===== config.mk =====
export PLATFORM = sky130hd
export DESIGN_NAME = maxpool_rd
export DESIGN_NICKNAME = d
export VERILOG_FILES = /design/src/rtl/maxpool_rd_pkg.sv /design/src/rtl/maxpool_cmp4.sv /design/src/rtl/maxpool_rd.sv
export SDC_FILE = /design/constraint.sdc
export NUM_CORES = 1
export LEC_CHECK = 0
export BUFFER_PORTS_ARGS = -buffer_cell sky130_fd_sc_hd__buf_2
export CELL_PAD_IN_SITES_DETAIL_PLACEMENT = 0
export CELL_PAD_IN_SITES_GLOBAL_PLACEMENT = 1
export CORE_UTILIZATION = 25
export DETAILED_ROUTE_END_ITERATION = 10
export PLACE_DENSITY_LB_ADDON = 0.12
export SLEW_MARGIN = 20
export SYNTH_ARGS = -nofsm -noshare
export SYNTH_HDL_FRONTEND = slang
export SYNTH_SLANG_ARGS = --single-unit

===== constraint.sdc =====
create_clock -name clk -period 4.45 [get_ports clk]
set_clock_uncertainty 0.1 [all_clocks]
set_input_delay 0.2225 -clock clk [delete_from_list [all_inputs] [get_ports clk]]
set_output_delay 0.2225 -clock clk [all_outputs]
set_load 0.05 [all_outputs]

===== src/rtl/maxpool_rd_pkg.sv =====
// rtl/maxpool_rd_pkg.sv - shared constants and FSM state type for the max-pool reader
package maxpool_rd_pkg;

    localparam int IMG_W  = 64;
    localparam int DATA_W = 20;
    localparam int ADDR_W = 12;
    localparam int SEL_W  = 3;

    localparam logic [SEL_W-1:0] SRC0_SEL = 3'd1;
    localparam logic [SEL_W-1:0] SRC1_SEL = 3'd2;
    localparam logic [SEL_W-1:0] DST0_SEL = 3'd3;
    localparam logic [SEL_W-1:0] DST1_SEL = 3'd4;

    typedef enum logic [2:0] {
        ST_IDLE,
        ST_RD,
        ST_WT,
        ST_WR,
        ST_DONE
    } state_t;

endpackage


===== src/rtl/maxpool_cmp4.sv =====
// rtl/maxpool_cmp4.sv - running-max register; init loads the first sample, update keeps the larger
module maxpool_cmp4
    import maxpool_rd_pkg::*;
(
    input  logic              clk,
    input  logic              reset,
    input  logic              i_init,
    input  logic              i_upd,
    input  logic [DATA_W-1:0] i_data,
    output logic [DATA_W-1:0] o_max
);

    logic [DATA_W-1:0] r_max;

    // Strict greater-than so a tie keeps the held value
    always_ff @(posedge clk) begin
        if (reset) begin
            r_max <= '0;
        end else if (i_init) begin
            r_max <= i_data;
        end else if (i_upd && (i_data > r_max)) begin
            r_max <= i_data;
        end
    end

    assign o_max = r_max;

endmodule


===== src/rtl/maxpool_rd.sv =====
// rtl/maxpool_rd.sv - 2x2 stride-2 max-pooling of two 64x64 banks into two 32x32 banks
module maxpool_rd
    import maxpool_rd_pkg::state_t, maxpool_rd_pkg::ST_IDLE, maxpool_rd_pkg::ST_RD,
           maxpool_rd_pkg::ST_WT, maxpool_rd_pkg::ST_WR, maxpool_rd_pkg::ST_DONE,
           maxpool_rd_pkg::DATA_W, maxpool_rd_pkg::ADDR_W, maxpool_rd_pkg::SEL_W;
#(
    parameter int               IMG_W    = maxpool_rd_pkg::IMG_W,
    parameter logic [SEL_W-1:0] SRC0_SEL = maxpool_rd_pkg::SRC0_SEL,
    parameter logic [SEL_W-1:0] SRC1_SEL = maxpool_rd_pkg::SRC1_SEL,
    parameter logic [SEL_W-1:0] DST0_SEL = maxpool_rd_pkg::DST0_SEL,
    parameter logic [SEL_W-1:0] DST1_SEL = maxpool_rd_pkg::DST1_SEL
) (
    input  logic              clk,
    input  logic              reset,
    input  logic              start,
    output logic              busy,
    output logic              done,
    output logic              crd,
    output logic [ADDR_W-1:0] caddr_rd,
    input  logic [DATA_W-1:0] cdata_rd,
    output logic              cwr,
    output logic [ADDR_W-1:0] caddr_wr,
    output logic [DATA_W-1:0] cdata_wr,
    output logic [SEL_W-1:0]  csel
);

    localparam int            OUT_W = IMG_W / 2;
    localparam int            CW    = $clog2(OUT_W);
    localparam logic [CW-1:0] LAST  = CW'(OUT_W - 1);

    state_t            r_state;
    state_t            w_next;
    logic [CW-1:0]     r_row;
    logic [CW-1:0]     r_col;
    logic [1:0]        r_k;
    logic              r_bank;
    logic              r_vld;
    logic              r_first;
    logic              w_last_pix;
    logic [ADDR_W-1:0] w_row_rd;
    logic [ADDR_W-1:0] w_col_rd;
    logic [ADDR_W-1:0] w_addr_rd;
    logic [ADDR_W-1:0] w_addr_wr;
    logic [DATA_W-1:0] w_max;

    assign w_last_pix = (r_row == LAST) && (r_col == LAST);
    assign w_row_rd   = ADDR_W'({r_row, r_k[1]});
    assign w_col_rd   = ADDR_W'({r_col, r_k[0]});
    assign w_addr_rd  = w_row_rd * ADDR_W'(IMG_W) + w_col_rd;
    assign w_addr_wr  = ADDR_W'(r_row) * ADDR_W'(OUT_W) + ADDR_W'(r_col);

    always_ff @(posedge clk) begin
        if (reset) begin
            r_state <= ST_IDLE;
        end else begin
            r_state <= w_next;
        end
    end

    always_comb begin
        w_next   = r_state;
        busy     = 1'b0;
        done     = 1'b0;
        crd      = 1'b0;
        cwr      = 1'b0;
        csel     = '0;
        caddr_rd = '0;
        caddr_wr = '0;
        cdata_wr = '0;
        case (r_state)
            ST_IDLE: begin
                if (start) begin
                    w_next = ST_RD;
                end
            end
            ST_RD: begin
                busy     = 1'b1;
                crd      = ~reset;
                csel     = r_bank ? SRC1_SEL : SRC0_SEL;
                caddr_rd = w_addr_rd;
                if (r_k == 2'd3) begin
                    w_next = ST_WT;
                end
            end
            ST_WT: begin
                busy   = 1'b1;
                csel   = r_bank ? SRC1_SEL : SRC0_SEL;
                w_next = ST_WR;
            end
            ST_WR: begin
                // Strobe is masked by reset so an aborted write never lands
                busy     = 1'b1;
                cwr      = ~reset;
                csel     = r_bank ? DST1_SEL : DST0_SEL;
                caddr_wr = w_addr_wr;
                cdata_wr = w_max;
                w_next   = (w_last_pix && r_bank) ? ST_DONE : ST_RD;
            end
            ST_DONE: begin
                done   = 1'b1;
                w_next = ST_IDLE;
            end
            default: begin
                w_next = ST_IDLE;
            end
        endcase
    end

    // Read data trails the strobe by one cycle, so the compare controls are delayed to match
    always_ff @(posedge clk) begin
        if (reset) begin
            r_row   <= '0;
            r_col   <= '0;
            r_k     <= '0;
            r_bank  <= 1'b0;
            r_vld   <= 1'b0;
            r_first <= 1'b0;
        end else begin
            r_vld   <= (r_state == ST_RD);
            r_first <= (r_state == ST_RD) && (r_k == 2'd0);
            case (r_state)
                ST_IDLE: begin
                    r_row  <= '0;
                    r_col  <= '0;
                    r_k    <= '0;
                    r_bank <= 1'b0;
                end
                ST_RD: begin
                    r_k <= r_k + 2'd1;
                end
                ST_WR: begin
                    if (w_last_pix) begin
                        r_row  <= '0;
                        r_col  <= '0;
                        r_bank <= ~r_bank;
                    end else if (r_col == LAST) begin
                        r_col <= '0;
                        r_row <= r_row + 1'b1;
                    end else begin
                        r_col <= r_col + 1'b1;
                    end
                end
                default: begin
                end
            endcase
        end
    end

    maxpool_cmp4 u_cmp4 (
        .clk    (clk),
        .reset  (reset),
        .i_init (r_first),
        .i_upd  (r_vld),
        .i_data (cdata_rd),
        .o_max  (w_max)
    );

endmodule

==> results of run 1 <==
-- worst min-delay path by stage --
stage / startpoint / cells past startpoint / to / slack (ns)
2_1_floorplan: start / 2 / r_state[0] / 0.31
3_3_place_gp: r_k[1] / 2 / r_k[1] / 0.42
3_5_place_dp: r_k[1] / 2 / r_k[1] / 0.41
4_1_cts: start / 3 / r_state[0] / 0.12
5_1_grt: start / 3 / r_state[0] / 0.19
6_report: start / 3 / r_state[0] / 0.13
-- cells in the final DEF, fill, tap and decap left out, drive strengths merged, types with 2 or more instances in the layout --
cell type	synthesis	final
buf	10	74
nor2	58	58
nand4	46	46
dfxtp	38	38
nand2	27	27
ha	26	26
and2	25	25
inv	24	24
nand2b	22	22
or3	21	21
a211o	20	20
a21oi	15	15
o21ai	7	7
nor3	6	6
nand3	6	6
clkbuf	25	6
or2	4	4
xor2	3	3
nor2b	3	3
a21o	3	3
a32oi	3	3
a211oi	3	3
and3	2	2
nand3b	2	2
conb	1	2
bufinv	0	2
nor3b	2	2
a22oi	2	2
-- report_power, final --
| part | leakage, nW | switching (mW) | internal [mW] | total (mW) |
|---|---|---|---|---|
| clock | 0.0971 | 0.154 | 0.337 | 0.491 |
| combinational | 1.16 | 0.159 | 0.0822 | 0.242 |
| sequential | 0.310 | 0.00972 | 0.363 | 0.373 |
-- sequential cells by signal, indices dropped and copies added (netlist names) --
register,count
r_bank,1
r_col,5
r_first,1
r_k,2
r_row,5
r_state,3
r_vld,1
u_cmp4.o_max,20
-- kinds of logic (layout without fill, tap and decap cells) --
kind of cell,count (synthesis),after routing
XOR/XNOR,4,4
AND/OR/NAND/NOR,226,226
other,1,2
AO/OA/AOI/OAI,57,57
adder cells (fa/ha/maj),26,26
flip-flops,38,38
buffers and inverters,59,106
-- final cells by class --
type / count / area (sq um) / area share, %
clock buffers: 6 / 139 / 3.79
clock inverters: 2 / 60.1 / 1.64
inverters: 24 / 90.1 / 2.46
multi-input cells: 315 / 2040 / 55.6
flip-flops and latches: 38 / 761 / 20.7
well taps: 143 / 179 / 4.88
repair buffers: 74 / 398 / 10.8
-- synth_stat cells (all sizes together) (4+ instances only) --
master	number
nand2	27
nor2	58
o21ai	7
or3	21
buf	10
inv	24
dfxtp	38
nand2b	22
clkbuf	25
a21oi	15
nand4	46
nor3	6
ha	26
nand3	6
a211o	20
and2	25
or2	4
-- metal layers --
layer | vias to the layer above | GRT usage, % | share of wire [%]
met1 | 1377 | 19.1 | 50
li1 | 1531 | - | -
met4 | 0 | 4.18 | 1.4
met2 | 50 | 21.7 | 45
met3 | 9 | 2.00 | 3.2
met5 | - | 0 | 0
-- tightest hold or removal path, delay by kind of cell --
| family | cells | cell delay [ns] |
|---|---|---|
| buffers and inverters | 1 | 0.10 |
| AO/OA/AOI/OAI | 1 | 0.06 |
| AND/OR/NAND/NOR | 1 | 0.09 |
-- stage by stage --
step	total power [mW]	std cells	worst slack [ns]
after global routing	1.17	602	1.67
after detailed placement	0.620	593	1.61
after CTS	1.12	601	1.59
after global placement	0.618	593	1.72
final	1.11	602	1.85
after floorplan	0.563	412	2.38
==> metrics.md, run 1 <==
| Metric | Value |
|---|---|
| Result of the run | `complete, but fails checks` |
| Violations in the final reports | `design-rule violations` |
| TritonCTS clock tree | `done` |
| Combined buffer and inverter count along the critical path | `2` |
| Critical Path Source Type | `flip-flop` |
| Crit path from | `u_cmp4.o_max[9]` |
| Detailed Place HPWL | `about 6 mm` |
| Crit path capture | `u_cmp4.o_max[11]` |
| Initial Utilization | `26.1%` |
| Count of inserted antenna diode cells | `0` |
| Fraction of the mapped netlist area in compound gates | `between 10% and 20%` |
| Maximum operating frequency | `around 380 MHz` |
| Cell Area, Placed | `between 3000 and 4000 sq um` |
| CTS H-tree lvls | `2` |
| Worst setup path category | `reg -> reg` |
| Worst hold margin | `0.134 ns` |
| Number of global-route vias before repair | `2790` |
| Row cnt | `39` |
| Clock Tree Root | `clkbuf_16` |
| RePlAce Congestion | `around 0.73` |
| CP endpoint kind | `flip-flop` |
| Number of hold violations in the final report | `0` |
| Final-layout fill cell count | `1303` |
| Number of clock buffers inserted by TritonCTS | `5` |
| Post-synthesis cell area | `just over 3000 sq um` |
| Number of antenna violations at the first check in global routing | `0` |
| Leading area contributor after synthesis | `dfxtp_1` |
| Period utilisation layout | `just under 60%` |
| Worst-path clk slew | `roughly 0.06 ns` |
| Count of synthesis-stage warnings from yosys | `0` |
| CP required | `4.51 ns` |
| Core utilization of the finished layout | `31.6%` |
| Cell with the largest stage delay on the worst path | `a211oi_4` |
| Max-cap check violation count | `0` |
| Highest fanout seen on the critical path | `21` |
| Instance count on the critical path | `8` |
| Core footprint | `between 10000 and 15000 sq um` |
| Area share of the largest cell type after synthesis | `~25%` |
| Post-CTS Hold Buffers | `0` |
| Resized cells post-CTS | `0` |
| Number of different library cells in the post-synthesis netlist | `40` |
| Power density over cell area | `around 300 nW/um^2` |
| Multiplexer area fraction after synthesis | `0%` |
| Number of top-level pins | `74` |
| Ranking of synthesized cells by area | `dfxtp_1, ha_1, nand4_1` |
| Maximum single-stage delay on the critical path | `about 0.77 ns` |
| Number of cells on the worst reg-to-reg path | `8` |
| Die Wd | `about 110 microns` |
| Share of synthesized registers carrying an async set or reset | `0%` |
| Setup repair after global routing missed its margin | `false` |
| Register-to-register path setup slack | `between 1.5 and 2 ns` |
| Fin Setup TNS | `0 ns` |
| Number of buffers between clock root and the deepest sink | `2` |
| FF+latch count, synth | `38` |
| Slew at the pin closest to its max-slew limit | `about 0.95 ns` |
| Per-cell via count in the routed design | `4.93` |
| Vias | `between 2000 and 3000` |
| Share of final-layout standard cells stronger than drive strength 1 | `about a fifth` |
| Chain of cells forming the critical path | `inv_1 > ha_1 > a21oi_1 > o21ai_0 > a211oi_4 > buf_4 > a211o_1 > nand4_1` |
| Max Transition Viols Final | `0` |
| Arrival time of the worst setup path | `~2.7 ns` |
| P&R area growth vs syn | `21.1%` |
| Maximum number of pins on one net before global-route repair | `between 60 and 70` |
| Fin crit period | `roughly 2.6 ns` |
| GR Util All Layers | `13.7%` |
| Worst reg2reg path endpoint | `u_cmp4.o_max[11]` |
| Die outline height | `112 microns` |
| Global-route wire length before repair | `roughly 14 mm` |
| Final antenna-violating net count | `0` |
| Remaining Overflow, GRT | `0` |
| Xor/xnor share of the synthesized area | `~1.2%` |
| Syn Area/Cell | `7.37 sq um` |
| DRC violation count after routing | `3` |
| Sink Count | `38` |
| Clock Latency Late Sink | `~0.29 ns` |
| Worst VDD drop | `around 0.13 mV` |
| Predominant post-synthesis flop cell | `dfxtp_1` |
| Lkg Pwr | `1.56 nW` |
| Final Setup Violations | `0` |
| Die Outline Area | `12600 sq um` |
| Number of nets in the final layout | `between 500 and 600` |
| Headroom to the max-slew limit | `between 30 and 40%` |
| Number of enable-type register cells in the synthesized netlist | `0` |
| Post-CTS Repair Setup Buffers | `0` |
| Count of input and output buffers | `71` |
| Post-route cell area | `3670 sq um` |
| Adder-cell area share of the yosys netlist | `10.7%` |
| Average wire length per cell after detail routing | `13.9 microns` |
| Post-Synth Simple-Gate Area | `approximately 40%` |
| Crit-path leading delay family | `compound AO/OA/AOI/OAI gates` |
| Drt total wl | `approximately 8.4 mm` |
| Portion of the post-synthesis area used by sequential elements | `roughly a quarter` |
| Class of the tightest hold or removal check | `in -> reg` |
| Synthesized netlist cell count | `slightly above 400` |
| DRC marker count from the first detailed-route iteration | `109` |
| Router iterations before antenna repair | `7` |
| Main combinational cell family by area after synthesis | `simple AND/OR/NAND/NOR gates` |
| R2r startpoint | `u_cmp4.o_max[9]` |
Note: power is estimated with default switching activity, not from simulation.
==> inputs of run 2 (changes only) <==
==> constraint.sdc (replaced) <==
create_clock -name clk -period 2.5 [get_ports clk]
set_clock_uncertainty 0.1 [all_clocks]
set_input_delay 0.125 -clock clk [delete_from_list [all_inputs] [get_ports clk]]
set_output_delay 0.125 -clock clk [all_outputs]
set_load 0.05 [all_outputs]
==> run 2 against run 1 <==
Against the previous run: the run still ends with design-rule violations left; critical path depth unchanged; design area up 1.4%; sequential power up 78%; die area unchanged; register-to-register slack worse by 1.6 ns; count of clock-buffer cells in the layout unchanged; cell count up 1.5%; critical endpoint is now u_cmp4.o_max[15]; largest power group unchanged.
==> metrics.md, run 2 (synthesis gave the netlist of run 1 again) <==
| Metric | Value |
|---|---|
| Final Setup Violations | `0` |
| Core utilization of the finished layout | `about 32%` |
| Number of top-level pins | `between 70 and 80` |
| Detailed Place HPWL | `about 6.1 mm` |
| Number of nets in the final layout | `between 500 and 600` |
| Max Transition Viols Final | `0` |
| Period utilisation layout | `between 90% and 100%` |
| Number of global-route vias before repair | `~2900` |
| Largest register FFs | `20` |
| Die outline height | `roughly 110 microns` |
| CTS H-tree lvls | `2` |
| Maximum operating frequency | `approximately 440 MHz` |
| Final-layout fill cell count | `roughly 1300` |
| Number of cells on the worst reg-to-reg path | `8` |
| Hold Crit Start | `start` |
| Fin Setup TNS | `0 ns` |
| Die Outline Area | `12600 sq um` |
| Post-place setup slack | `0.211 ns` |
| Worst reg2reg path endpoint | `u_cmp4.o_max[15]` |
| Number of buffers between clock root and the deepest sink | `2` |
| Worst VDD drop | `0.236 mV` |
| Critical Path Source Type | `flip-flop` |
| Instance count along the most critical hold path | `3` |
| Count of input and output buffers | `a little over 70` |
| Crit path from | `u_cmp4.o_max[15]` |
| Commonest non-fill, non-tap cell in the layout | `buf_2` |
| Average wire length per cell after detail routing | `14.1 microns` |
| Per-cell via count in the routed design | `4.89` |
| Clock Latency Late Sink | `around 0.28 ns` |
| Global-route wire length before repair | `roughly 14 mm` |
| Commonest cells after routing, fill and taps aside | `buf_2, nor2_1, nand4_1` |
| RePlAce Congestion | `0.752` |
| Max-cap check violation count | `0` |
| Number of hold violations in the final report | `0` |
| Count of inserted antenna diode cells | `0` |
| DRC marker count from the first detailed-route iteration | `135` |
| Router iterations before antenna repair | `8` |
| Maximum number of pins on one net before global-route repair | `58` |
| P&R area growth vs syn | `22.9%` |
| Initial Utilization | `26.1%` |
| Power density over cell area | `around 530 nW/um^2` |
| Fin crit period | `between 2 and 2.5 ns` |
| R2r startpoint | `u_cmp4.o_max[15]` |
| WHS Endpoint | `r_state[0]` |
| Number of antenna violations at the first check in global routing | `0` |
| Post-CTS Repair Setup Buffers | `0` |
| Final WS setup | `0.203 ns` |
| Worst-path clk slew | `approximately 0.060 ns` |
| Clock Tree Root | `clkbuf_16` |
| DRC violation count after routing | `3` |
| Setup repair after global routing missed its margin | `false` |
| Post-CTS Hold Buffers | `0` |
| GR Util All Layers | `between 10% and 20%` |
| Violations in the final reports | `design-rule violations` |
| Final antenna-violating net count | `0` |
| Row cnt | `39` |
| Headroom to the max-slew limit | `57.7%` |
| Share of final-layout standard cells stronger than drive strength 1 | `a little over a fifth` |
| Vias | `roughly 3000` |
| Number of clock buffers inserted by TritonCTS | `5` |
| Slew at the pin closest to its max-slew limit | `approximately 0.63 ns` |
| Core footprint | `roughly 12000 sq um` |
| Die Wd | `between 100 and 150 microns` |
| CP required | `between 2 and 3 ns` |
| Worst setup path category | `reg -> reg` |
| Drt total wl | `between 8 and 9 mm` |
| Arrival time of the worst setup path | `around 2.4 ns` |
| Result of the run | `complete, but fails checks` |
| CP endpoint kind | `flip-flop` |
| Resized cells post-CTS | `0` |
| Highest fanout seen on the critical path | `between 40 and 50` |
| Register-to-register path setup slack | `a little over 0.2 ns` |
| TritonCTS clock tree | `done` |
| Remaining Overflow, GRT | `0` |
| Lkg Pwr | `between 1.5 and 2 nW` |
| Sink Count | `38` |
| Class of the tightest hold or removal check | `in -> reg` |
## run 2: cell types whose count changed in the layout (fill, tap and decap cells not counted), sizes merged
cell and change:
buf +9
## run 2: worst max path at each step
stage | endpoint | slack [ns] | cells after the start
floorplan | r_first | 0.44 | 4
global placement | u_cmp4.o_max[13] | 0.28 | 8
detailed placement | u_cmp4.o_max[4] | 0.21 | 8
CTS | u_cmp4.o_max[10] | 0.19 | 8
global route | u_cmp4.o_max[10] | 0.03 | 8
finish | u_cmp4.o_max[15] | 0.20 | 8
## run 2: final cells by class
| class | count | area (sq um) | area share (%) |
|---|---|---|---|
| repair buffers | 83 | 458 | 12.3 |
| well taps | 143 | 179 | 4.81 |
| clock inverters | 2 | 60.1 | 1.61 |
| flip-flops and latches | 38 | 761 | 20.5 |
| inverters | 24 | 90.1 | 2.42 |
| clock buffers | 6 | 139 | 3.73 |
| multi-input cells | 315 | 2030 | 54.7 |
## run 2: worst max-delay path, cell delays in order (launching register included)
cell and delay, ns:
dfxtp_1 0.31, inv_1 0.06, ha_1 0.32, nand4_1 0.20
nor4_4 0.41, o2bb2ai_4 0.27, buf_12 0.26, or3_1 0.15
nand4_1 0.08
## run 2: stage by stage
| step | cells | cell area, sq um | hold WS [ns] | power, mW |
|---|---|---|---|---|
| after floorplan | 412 | 3030 | 0.208 | 1.00 |
| after global placement | 603 | 3520 | 0.341 | 1.12 |
| after detailed placement | 603 | 3520 | 0.348 | 1.12 |
| after CTS | 611 | 3720 | 0.0473 | 2.00 |
| after global routing | 611 | 3720 | 0.0576 | 2.09 |
| final | 611 | 3720 | 0.0531 | 1.97 |
## run 2: routing by layer
layer | vias up | routed length [microns] | part of all wire, % | global-route usage [%]
met1 | 1383 | 4230 | 49 | 19.4
li1 | 1544 | - | - | -
met3 | 6 | 335 | 3.9 | 2.21
met2 | 56 | 3960 | 46 | 23.3
met5 | - | 0 | 0 | 0
met4 | 0 | 82 | 0.95 | 3.38
## run 2: report_power, final
| part | switching (mW) | internal [mW] |
|---|---|---|
| clock | 0.266 | 0.600 |
| sequential | 0.0175 | 0.646 |
| combinational | 0.287 | 0.154 |
| total | 0.571 | 1.40 |
